==> src/rtl/matrix_summary_reporter.sv <==
// rtl/matrix_summary_reporter.sv - two-pass size-table scanner with UART report and random size pick
module matrix_summary_reporter #(
  parameter int MAX_SIZE  = 5,
  parameter int CNT_WIDTH = 5,
  parameter int RD_LAT    = 2,
  parameter int TOT_WIDTH = 10
) (
  input  logic                 clk,
  input  logic                 rst_n,
  input  logic                 start_req,
  input  logic [1:0]           mode,
  input  logic [7:0]           rand_in,
  output logic                 busy,
  output logic                 done,
  input  logic                 uart_tx_busy,
  output logic                 uart_tx_start,
  output logic [7:0]           uart_tx_data,
  output logic [2:0]           qry_row,
  output logic [2:0]           qry_col,
  input  logic [CNT_WIDTH-1:0] qry_cnt,
  output logic [TOT_WIDTH-1:0] total_cnt,
  output logic [4:0]           kind_cnt,
  output logic                 sel_valid,
  output logic [2:0]           sel_row,
  output logic [2:0]           sel_col,
  output logic [CNT_WIDTH-1:0] sel_cnt
);

  localparam logic [2:0]  LP_MAX      = 3'(MAX_SIZE);
  localparam logic [15:0] LP_LAT_LAST = 16'(RD_LAT - 1);

  typedef enum logic [3:0] {
    S_IDLE, S_P1_ADDR, S_P1_WAIT, S_P1_ACC, S_MOD, S_DEC, S_EMIT,
    S_TX_START, S_TX_WAIT_HI, S_TX_WAIT_LO,
    S_P2_ADDR, S_P2_WAIT, S_P2_ACC, S_P2_NEXT, S_DONE
  } state_t;

  state_t                 r_state;
  state_t                 w_next;

  logic [1:0]             r_mode;
  logic [7:0]             r_target;
  logic [7:0]             r_k;
  logic [15:0]            r_wait;
  logic [2:0]             r_qry_row;
  logic [2:0]             r_qry_col;
  logic [TOT_WIDTH-1:0]   r_acc_tot;
  logic [4:0]             r_acc_kind;
  logic [TOT_WIDTH-1:0]   r_total;
  logic [4:0]             r_kind;
  logic                   r_sel_valid;
  logic [2:0]             r_sel_row;
  logic [2:0]             r_sel_col;
  logic [CNT_WIDTH-1:0]   r_sel_cnt;
  logic [13:0]            r_dec_val;
  logic [1:0]             r_dec_pow;
  logic [3:0]             r_dec_dig;
  logic                   r_dec_started;
  logic [7:0]             r_buf [0:15];
  logic [3:0]             r_len;
  logic [3:0]             r_idx;
  logic                   r_phase_line;
  logic [7:0]             r_tx_data;

  logic                   w_last_addr;
  logic                   w_col_wrap;
  logic [2:0]             w_adv_row;
  logic [2:0]             w_adv_col;
  logic                   w_nonzero;
  logic                   w_lat_one;
  logic                   w_wait_done;
  logic                   w_mod_exit;
  logic                   w_dec_last;
  logic                   w_emit_done;
  logic                   w_sel_hit;
  logic [13:0]            w_pow;

  assign w_col_wrap  = (r_qry_col == LP_MAX);
  assign w_last_addr = w_col_wrap && (r_qry_row == LP_MAX);
  assign w_adv_row   = w_col_wrap ? r_qry_row + 3'd1 : r_qry_row;
  assign w_adv_col   = w_col_wrap ? 3'd1 : r_qry_col + 3'd1;
  assign w_nonzero   = (qry_cnt != '0);
  assign w_lat_one   = (LP_LAT_LAST == 16'd0);
  assign w_wait_done = (r_wait == LP_LAT_LAST);
  assign w_mod_exit  = (r_kind == 5'd0) || (r_target < {3'd0, r_kind});
  assign w_dec_last  = (r_dec_pow == 2'd3);
  assign w_emit_done = (r_idx == r_len);
  assign w_sel_hit   = w_nonzero && (r_k == r_target);
  assign w_pow       = (r_dec_pow == 2'd0) ? 14'd1000 :
                       (r_dec_pow == 2'd1) ? 14'd100  : 14'd10;

  assign qry_row      = r_qry_row;
  assign qry_col      = r_qry_col;
  assign total_cnt    = r_total;
  assign kind_cnt     = r_kind;
  assign sel_valid    = r_sel_valid;
  assign sel_row      = r_sel_row;
  assign sel_col      = r_sel_col;
  assign sel_cnt      = r_sel_cnt;
  assign uart_tx_data = r_tx_data;

  // state register
  always_ff @(posedge clk) begin
    if (!rst_n) r_state <= S_IDLE;
    else        r_state <= w_next;
  end

  // next-state: two address walks with a shared byte-emission path
  always_comb begin
    w_next = r_state;
    case (r_state)
      S_IDLE:       if (start_req) w_next = S_P1_ADDR;
      S_P1_ADDR:    w_next = w_lat_one ? S_P1_ACC : S_P1_WAIT;
      S_P1_WAIT:    if (w_wait_done) w_next = S_P1_ACC;
      S_P1_ACC:     w_next = w_last_addr ? S_MOD : S_P1_ADDR;
      S_MOD:        if (w_mod_exit) w_next = (r_mode == 2'd2) ? S_P2_ADDR : S_DEC;
      S_DEC:        if (w_dec_last) w_next = S_EMIT;
      S_EMIT: begin
        if (!w_emit_done)     w_next = S_TX_START;
        else if (r_phase_line) w_next = S_P2_NEXT;
        else                  w_next = (r_mode == 2'd1) ? S_DONE : S_P2_ADDR;
      end
      S_TX_START:   w_next = S_TX_WAIT_HI;
      S_TX_WAIT_HI: if (uart_tx_busy) w_next = S_TX_WAIT_LO;
      S_TX_WAIT_LO: if (!uart_tx_busy) w_next = S_EMIT;
      S_P2_ADDR:    w_next = w_lat_one ? S_P2_ACC : S_P2_WAIT;
      S_P2_WAIT:    if (w_wait_done) w_next = S_P2_ACC;
      S_P2_ACC:     w_next = (w_nonzero && r_mode == 2'd0) ? S_DEC : S_P2_NEXT;
      S_P2_NEXT:    w_next = w_last_addr ? S_DONE : S_P2_ADDR;
      S_DONE:       w_next = S_IDLE;
      default:      w_next = S_IDLE;
    endcase
  end

  // outputs decoded from state
  always_comb begin
    busy          = 1'b0;
    done          = 1'b0;
    uart_tx_start = 1'b0;
    case (r_state)
      S_IDLE:     ;
      S_DONE:     done = 1'b1;
      S_TX_START: begin
        busy          = 1'b1;
        uart_tx_start = 1'b1;
      end
      default:    busy = 1'b1;
    endcase
  end

  // datapath: accumulators, modulo, decimal conversion, byte buffer, selection
  always_ff @(posedge clk) begin
    if (!rst_n) begin
      r_mode        <= 2'd0;
      r_target      <= 8'd0;
      r_k           <= 8'd0;
      r_wait        <= 16'd0;
      r_qry_row     <= 3'd1;
      r_qry_col     <= 3'd1;
      r_acc_tot     <= '0;
      r_acc_kind    <= 5'd0;
      r_total       <= '0;
      r_kind        <= 5'd0;
      r_sel_valid   <= 1'b0;
      r_sel_row     <= 3'd0;
      r_sel_col     <= 3'd0;
      r_sel_cnt     <= '0;
      r_dec_val     <= 14'd0;
      r_dec_pow     <= 2'd0;
      r_dec_dig     <= 4'd0;
      r_dec_started <= 1'b0;
      r_len         <= 4'd0;
      r_idx         <= 4'd0;
      r_phase_line  <= 1'b0;
      r_tx_data     <= 8'd0;
      for (int i = 0; i < 16; i++) r_buf[i] <= 8'd0;
    end else begin
      case (r_state)
        S_IDLE: begin
          if (start_req) begin
            r_mode      <= (mode == 2'd3) ? 2'd0 : mode;
            r_target    <= rand_in;
            r_k         <= 8'd0;
            r_acc_tot   <= '0;
            r_acc_kind  <= 5'd0;
            r_sel_valid <= 1'b0;
            r_sel_row   <= 3'd0;
            r_sel_col   <= 3'd0;
            r_sel_cnt   <= '0;
            r_qry_row   <= 3'd1;
            r_qry_col   <= 3'd1;
          end
        end
        S_P1_ADDR, S_P2_ADDR: r_wait <= 16'd1;
        S_P1_WAIT, S_P2_WAIT: r_wait <= r_wait + 16'd1;
        S_P1_ACC: begin
          r_acc_tot  <= r_acc_tot + TOT_WIDTH'(qry_cnt);
          r_acc_kind <= r_acc_kind + {4'd0, w_nonzero};
          if (w_last_addr) begin
            r_total   <= r_acc_tot + TOT_WIDTH'(qry_cnt);
            r_kind    <= r_acc_kind + {4'd0, w_nonzero};
            r_qry_row <= 3'd1;
            r_qry_col <= 3'd1;
          end else begin
            r_qry_row <= w_adv_row;
            r_qry_col <= w_adv_col;
          end
        end
        S_MOD: begin
          if (!w_mod_exit) begin
            r_target <= r_target - {3'd0, r_kind};
          end else begin
            r_dec_val     <= 14'(r_total);
            r_dec_pow     <= 2'd0;
            r_dec_dig     <= 4'd0;
            r_dec_started <= 1'b0;
            r_len         <= 4'd0;
            r_idx         <= 4'd0;
            r_phase_line  <= 1'b0;
          end
        end
        S_DEC: begin
          if (!w_dec_last) begin
            if (r_dec_val >= w_pow) begin
              r_dec_val <= r_dec_val - w_pow;
              r_dec_dig <= r_dec_dig + 4'd1;
            end else begin
              if (r_dec_dig != 4'd0 || r_dec_started) begin
                r_buf[r_len]  <= 8'h30 + {4'd0, r_dec_dig};
                r_len         <= r_len + 4'd1;
                r_dec_started <= 1'b1;
              end
              r_dec_dig <= 4'd0;
              r_dec_pow <= r_dec_pow + 2'd1;
            end
          end else begin
            // units digit is always emitted so a zero value still prints "0"
            r_buf[r_len]        <= 8'h30 + {4'd0, r_dec_val[3:0]};
            r_buf[r_len + 4'd1] <= 8'h0A;
            r_len               <= r_len + 4'd2;
          end
        end
        S_EMIT: begin
          if (!w_emit_done) r_tx_data <= r_buf[r_idx];
        end
        S_TX_WAIT_LO: begin
          if (!uart_tx_busy) r_idx <= r_idx + 4'd1;
        end
        S_P2_ACC: begin
          if (w_nonzero) begin
            if (w_sel_hit) begin
              r_sel_valid <= 1'b1;
              r_sel_row   <= r_qry_row;
              r_sel_col   <= r_qry_col;
              r_sel_cnt   <= qry_cnt;
            end
            r_k <= r_k + 8'd1;
            if (r_mode == 2'd0) begin
              r_buf[0]      <= 8'h30 + {5'd0, r_qry_row};
              r_buf[1]      <= 8'h78;
              r_buf[2]      <= 8'h30 + {5'd0, r_qry_col};
              r_buf[3]      <= 8'h3A;
              r_len         <= 4'd4;
              r_idx         <= 4'd0;
              r_phase_line  <= 1'b1;
              r_dec_val     <= 14'(qry_cnt);
              r_dec_pow     <= 2'd0;
              r_dec_dig     <= 4'd0;
              r_dec_started <= 1'b0;
            end
          end
        end
        S_P2_NEXT: begin
          if (w_last_addr) begin
            r_qry_row <= 3'd1;
            r_qry_col <= 3'd1;
          end else begin
            r_qry_row <= w_adv_row;
            r_qry_col <= w_adv_col;
          end
        end
        default: ;
      endcase
    end
  end

endmodule

==> config.mk <==
export PLATFORM = sky130hd
export DESIGN_NAME = matrix_summary_reporter
export DESIGN_NICKNAME = d
export VERILOG_FILES = /design/src/rtl/matrix_summary_reporter.sv
export SDC_FILE = /design/constraint.sdc
export NUM_CORES = 1
export LEC_CHECK = 0
export ABC_CLOCK_PERIOD_IN_PS = 3100
export CORE_ASPECT_RATIO = 0.5
export CORE_MARGIN = 3
export CORE_UTILIZATION = 60
export DETAILED_ROUTE_END_ITERATION = 12
export GPL_ROUTABILITY_DRIVEN = 0
export PLACE_DENSITY_LB_ADDON = 0.12
export SKIP_LAST_GASP = 1
export SYNTH_ARGS = -nofsm -noshare
export SYNTH_HDL_FRONTEND = slang
export SYNTH_SLANG_ARGS = --single-unit
export TNS_END_PERCENT = 30
==> constraint.sdc <==
create_clock -name clk -period 3.1 [get_ports clk]
set_input_delay 0.62 -clock clk [delete_from_list [all_inputs] [get_ports clk]]
set_output_delay 0.62 -clock clk [all_outputs]
set_load 0.01 [all_outputs]
==> summary.txt <==
Outcome
  • Status: complete, no violations

Global route
  • Initial antenna violation count: 0
  • Vias in the first global route: ~10000
  • GRT Overall Usage: a little under a third
  • First-pass GRT wire length: 50.8 mm
  • Global route overflow: 0
  • Largest net degree at the start of global routing: 54

Min path
  • Hold/Removal Path Class: register to register

Synthesis
  • Syn nets: roughly 1400
  • Post-synthesis cell count: ~1300
  • Syn Area/Cell: 8.47 um2
  • Ys async rst share: 0%
  • Count of cell types in the netlist: 83
  • Post-synthesis sequential area ratio: a little over a third
  • Top cell type's share of synthesized area: between 30 and 40%
  • Top FF cell, synth: dfxtp_1
  • Synth warnings: 0
  • Largest area contributor in the netlist: dfxtp_1
  • Mapped Area: between 0.01 and 0.015 mm2
  • Seq cells post-synth: between 200 and 250
  • Number of synthesized flops with an enable pin: 0
  • Largest cells by area after synthesis: dfxtp_1, mux4_2, nor2_1

Setup path
  • Crit start category: register
  • Critical-path maximum fanout: 18
  • CP max stage cell: or4_4
  • CP required: between 3 and 4 ns
  • CP Class: register to register
  • Crit-path cells: inv_1, ha_1, inv_1, ha_1, nor2b_1, nor4b_2, or4_4, a41o_2, buf_4, and3_1, a211o_1
  • Arrival time worst endpoint: around 3.4 ns
  • Largest stage delay, worst path: 0.47 ns
  • Setup crit end kind: register

Detailed routing
  • DR top layer: met4
  • DR pass1 iterations: 6
  • Number of remaining DRC errors: 0
  • Via density: ~6.5
  • Final WL: roughly 32 mm
  • Met3 Wirelength: 2.42 mm
  • Final antenna-violating net count: 0
  • WL per Instance: approximately 19 um
  • Length of routed met2 wiring: between 10 and 15 mm
  • Via Count: ~11000
  • DRT iter0 DRCs: 880
  • Met1 Wirelength: 14.1 mm

Finish
  • Layout Cells excl Fill: about 1700
  • Util after Layout: approximately 72%
  • Nets: roughly 1400
  • Area Overhead vs Synth: 14.5%
  • Final non-filler cell area: about 0.013 mm2
  • Ant diodes: 0
  • Share of cells above drive strength 1: between 10% and 20%

Clocking
  • Htree depth: 1
  • CTS tree: done
  • Clk pin slew, worst setup/hold paths: 0.07 ns
  • Worst-Skew Late Latency: 0.51 ns
  • CTS Buffer Depth: 3
  • Clock root buffer: clkbuf_16
  • Sink Count: ~200
  • Inserted Clock Buffers: 19

Power and ir drop
  • Leak Pwr: approximately 5 nW
  • Power per cell area: ~600 mW/mm2
  • Max VDD drop: between 0.0004 and 0.0005 V

STA
  • Fin crit share: approximately 97%
  • WHS: around 0.46 ns
  • Worst Max-Slew Pin Slew: between 0.8 and 0.9 ns
  • Final Slew Violations: 0
  • Fmax: approximately 330 MHz
  • Setup TNS Final: 0 ns
  • Slew HR: a little over two fifths
  • # setup viols final: 0
  • Worst Skew: 0.0253 ns
  • Final hold vios: 0
  • Post-layout min period: between 2 and 3 ns

Placed design
  • I/O Buffers: 61
  • Area after DPL: around 0.012 mm2
  • Dpl cells: around 1600
  • Post-DP HPWL: 21.8 mm

Floorplan
  • Width of the die: between 200 and 250 um
  • Cell Rows: 34
  • Core area: 0.0179 mm2
  • # IOs: 63
  • Die area: a little over 0.02 mm2
  • Vert. Die Dim: 103 um
  • Initial Util: between 60% and 70%

Run
  • Max-cap viol count: 0
[per-stage QoR]
step	worst slack, ns	power (mW)
floorplan	0.282	4.78
global placement	-0.0275	5.40
detailed placement	-0.00900	5.48
CTS	0.0476	7.78
global route	-0.0274	8.26
finish	0.100	7.85
[per-layer routing]
layer / vias to the layer above / global-route usage (%)
met5: - / 0
met4: 0 / 9.59
met3: 92 / 5.00
met2: 468 / 49.9
met1: 5138 / 41.1
li1: 5033 / -
[synth_stat cells, types with 15 or more instances]
cell	count
nor3_1	33
dfxtp_1	203
clkbuf_1	67
a31oi_1	34
nand2b_1	19
ha_1	38
mux2i_1	22
xor2_1	38
mux4_2	25
buf_2	15
nand3_1	88
a21oi_1	95
o211ai_1	25
o21ai_0	45
a211oi_1	20
nor2_1	144
a22oi_1	21
and3_1	20
inv_1	28
nand2_1	121
[area by class of cell]
| cell class | instances | area [um2] |
|---|---|---|
| Multi-Input combinational cell | 1008 | 6730 |
| Fill cell | 1362 | 4970 |
| Sequential cell | 203 | 4060 |
| Timing Repair Buffer | 125 | 1120 |
| Clock buffer | 26 | 522 |
| Tap cell | 252 | 315 |
| Inverter | 29 | 109 |
| Clock inverter | 8 | 75.1 |
[flip-flops by register name, indices dropped and copies added, names as in the netlist, 5 cells and up]
signal        flops
r_wait           16
r_acc_kind        5
r_target          8
r_buf            81
sel_cnt           5
r_dec_val        14
total_cnt        10
kind_cnt          5
r_acc_tot        10
uart_tx_data      6
r_k               8
[cell families (layout without fill, tap and decap cells)]
family                     Yosys count  in the layout  synth area share (%)
xor gates and xnor gates            53             53                  4.17
other                                1              1                0.0332
muxes                               50             50                  7.23
AOI/OAI and AO/OA                  346            346                  20.9
adders and majority gates           41             41                  4.74
buffers and inverters              123            188                  4.73
DFF                                203            203                  36.0
and+or+nand+nor                    517            517                  22.3
[power breakdown]
part           internal, mW  switching [mW]  total (mW)
Clock                  1.28            1.04        2.31
Combinational         0.961            1.51        2.47
Sequential             2.78           0.294        3.07
[final timing paths]
check | from | endpoint | slack (ns) | depth (start not counted)
setup reg to reg | r_dec_pow[1] | r_buf[3][3] | 0.10 | 11
setup / recovery | r_dec_pow[1] | r_buf[3][3] | 0.10 | 11
hold reg to reg | uart_tx_data[6] | uart_tx_data[6] | 0.46 | 2
hold / removal | uart_tx_data[6] | uart_tx_data[6] | 0.46 | 2
[repair_timing]
| action | 4_1_cts | 5_1_grt |
|---|---|---|
| endpoints found under the hold margin | 0 | 0 |
| gates resized for setup | 0 | 7 |
| hold buffers | 0 | 0 |
| setup buffers | 0 | 0 |
| setup endpoints to repair | 0 | 47 |
[worst max-delay path, delay by kind of cell (launching register included)]
family / cells / cell delay, ns
flip-flops: 1 / 0.31
adder cells (fa/ha/maj): 2 / 0.60
AO/OA/AOI/OAI: 2 / 0.62
AND/OR/NAND/NOR: 4 / 0.99
buffers and inverters: 3 / 0.38
[layout by cell type (no fill, tap or decap), types with 37 or more instances in the layout]
cell             count
a21oi_1             93
buf_4               61
clkdlybuf4s50_1     60
dfxtp_1            203
ha_1                37
nand2_1            121
nand3_1             88
nor2_1             143
o21ai_0             45
xor2_1              38
(Power assumes the default switching activity.)
==> patch (config.mk and constraints unchanged) <==
Add an input register stage for `rand_in`, without a reset; this delays it by one clock. The other inputs are not delayed to match.
--- a/src/rtl/matrix_summary_reporter.sv
+++ b/src/rtl/matrix_summary_reporter.sv
@@ -36,2 +36,8 @@
   } state_t;
+
+  logic [7:0] rand_q;
+
+  always_ff @(posedge clk) begin
+    rand_q <= rand_in;
+  end
 
@@ -181,3 +187,3 @@
             r_mode      <= (mode == 2'd3) ? 2'd0 : mode;
-            r_target    <= rand_in;
+            r_target    <= rand_q;
             r_k         <= 8'd0;
Formal check against the unedited RTL: same outputs for any inputs over 4 cycles, from zero or initial values and one cycle with rst_n low; that may be too few to reach the edited logic, so the function may still have changed.
==> patch against the unedited design <==
Count of clock-buffer cells in the layout up 3; area after synthesis increased by 4.4%; sequential cell count is 8 higher; cell area grew 6.2%; power rose by 9.1%; setup slack worse by 49 ps; first-iteration DRC count increased by 69%; die area grew 4.2%; global-route usage grew 3.0 points; worst hold slack worse by 9.3 ps; clock skew is 15 ps lower; wire length is 14% higher.
==> patch: results (changes against the unedited design) <==
Commonest cells post-synth: dfxtp_1, nor2_1, nand2_1, nand3_1, a21oi_1 (was dfxtp_1, nor2_1, nand2_1, a21oi_1, nand3_1)
Internal reg-to-reg setup slack: 50 ps (was 100 ps)
Drt first pass iters: 10 (was 6)
Crit-path leading delay family: simple AND/OR/NAND/NOR gates (unchanged)
Fin Hold WS: 454 ps (was 464 ps)
Filler cells: 1,443 (was 1,362)
Skew final: 10.6 ps (was 25.3 ps)
Vias: 11,800 (was 10,700)
Seq/Total Area, Yosys: 35.8% (was 36.0%)
CP peak stage delay: 430 ps (was 470 ps)
Reg clk slew, reported paths: 70 ps (about the same)
Synth Area in Compound Gates: 20.9% (about the same)
XOR/XNOR Fraction of Synth Area: 3.93% (was 4.17%)
GRT Util Overall: 33.2% (was 30.2%)
Leak Pwr: 4.96 nW (was 4.98 nW)
Reg-to-Reg End: r_buf[4][1]$_SDFFE_PP1P_ (was r_buf[3][3]$_SDFFE_PP1P_)
Share of layout cells above drive strength 1: 11.5% (was 10.7%)
Status: finished clean (unchanged)
Drt wl/cell: 20.7 um (was 19.2 um)
Hpwl dp: 25,000 um (was 21,800 um)
Mapped Nets: 1,480 (was 1,394)
N_diodes: 0 (unchanged)
Peak supply drop: 480 uV (was 452 uV)
Worst slew margin: 39.4% (was 42.7%)
Largest net degree at the start of global routing: 81 (was 54)
Cts bufs inserted: 20 (was 19)
Crit Path Max Fanout: 23 (was 18)
Avg Vias per Cell: 6.74 (was 6.50)
Adder-Cell Fraction of Synth Area: 4.33% (was 4.74%)
Vias in the first global route: 11,200 (was 10,100)
Mux cell area share after synthesis: 6.70% (was 7.23%)
CP Data Arrival Time: 3480 ps (was 3400 ps)
Distinct cells, synth: 79 (was 83)
Top post-synthesis cells by area: dfxtp_1, nor2_1, mux4_2 (was dfxtp_1, mux4_2, nor2_1)
Worst-skew pair later-pin latency: 520 ps
Reg2reg path depth: 12 (was 11)
First-pass GRT wire length: 58,700 um (was 50,800 um)
R2R Path Start: r_dec_pow[0]$_SDFFE_PN0P_ (was r_dec_pow[1]$_SDFFE_PN0P_)
DRT iter0 DRCs: 1,486 (was 880)
Placed insts: 1,713 (was 1,617)
Start point of the critical path: r_dec_pow[0]$_SDFFE_PN0P_ (was r_dec_pow[1]$_SDFFE_PN0P_)
Average size of a mapped cell: 8.30 um2 (was 8.47 um2)
## patch: layout make-up
type / instances / area (um2) / share of cell area, %
Clock buffer: 29 / 596 / 4.33
Clock inverter: 5 / 106 / 0.774
Inverter: 28 / 105 / 0.765
Multi-Input combinational cell: 1084 / 7170 / 52.2
Sequential cell: 211 / 4220 / 30.7
Tap cell: 259 / 324 / 2.36
Timing Repair Buffer: 134 / 1220 / 8.85
## patch: per-stage QoR
stage	setup slack [ps]	setup TNS [ps]	cell area, um2	utilization (%)
6_report	51.6	0	13700	73.0
5_1_grt	-28.0	-78.0	13700	73.0
4_1_cts	20.4	0	13600	72.5
3_5_place_dp	-66.7	-256	12900	68.6
3_3_place_gp	134	0	12900	68.6
2_1_floorplan	236	0	11800	-
## patch: routing by layer
metal	track usage (%)	routed length, um
met1	46.1	15000
met2	51.6	16200
met3	6.85	3870
met4	11.4	1170
met5	0	0
## patch: worst max path at each step
stage | endpoint | slack [ps]
6_report | r_buf[4][1]$_SDFFE_PP1P_ | 50
5_1_grt | r_dec_val[12]$_SDFFE_PN0P_ | -30
4_1_cts | r_dec_val[12]$_SDFFE_PN0P_ | 20
3_5_place_dp | r_buf[10][1]$_SDFFE_PP1P_ | -70
3_3_place_gp | r_dec_val[12]$_SDFFE_PN0P_ | 130
2_1_floorplan | r_buf[9][1]$_SDFFE_PP1P_ | 240
## patch: what timing repair did
item,CTS,global route
buffers inserted,0,3
setup endpoints to repair,11,71
pin swaps,0,1
hold buffers,0,0
gates resized for setup,3,15
## patch: power breakdown
group | leakage [nW] | total (W) | internal (W) | switching, W
Clock | 0.345 | 0.00271 | 0.00159 | 0.00112
Sequential | 1.71 | 0.00311 | 0.00288 | 0.000229
Combinational | 2.91 | 0.00276 | 0.00107 | 0.00169
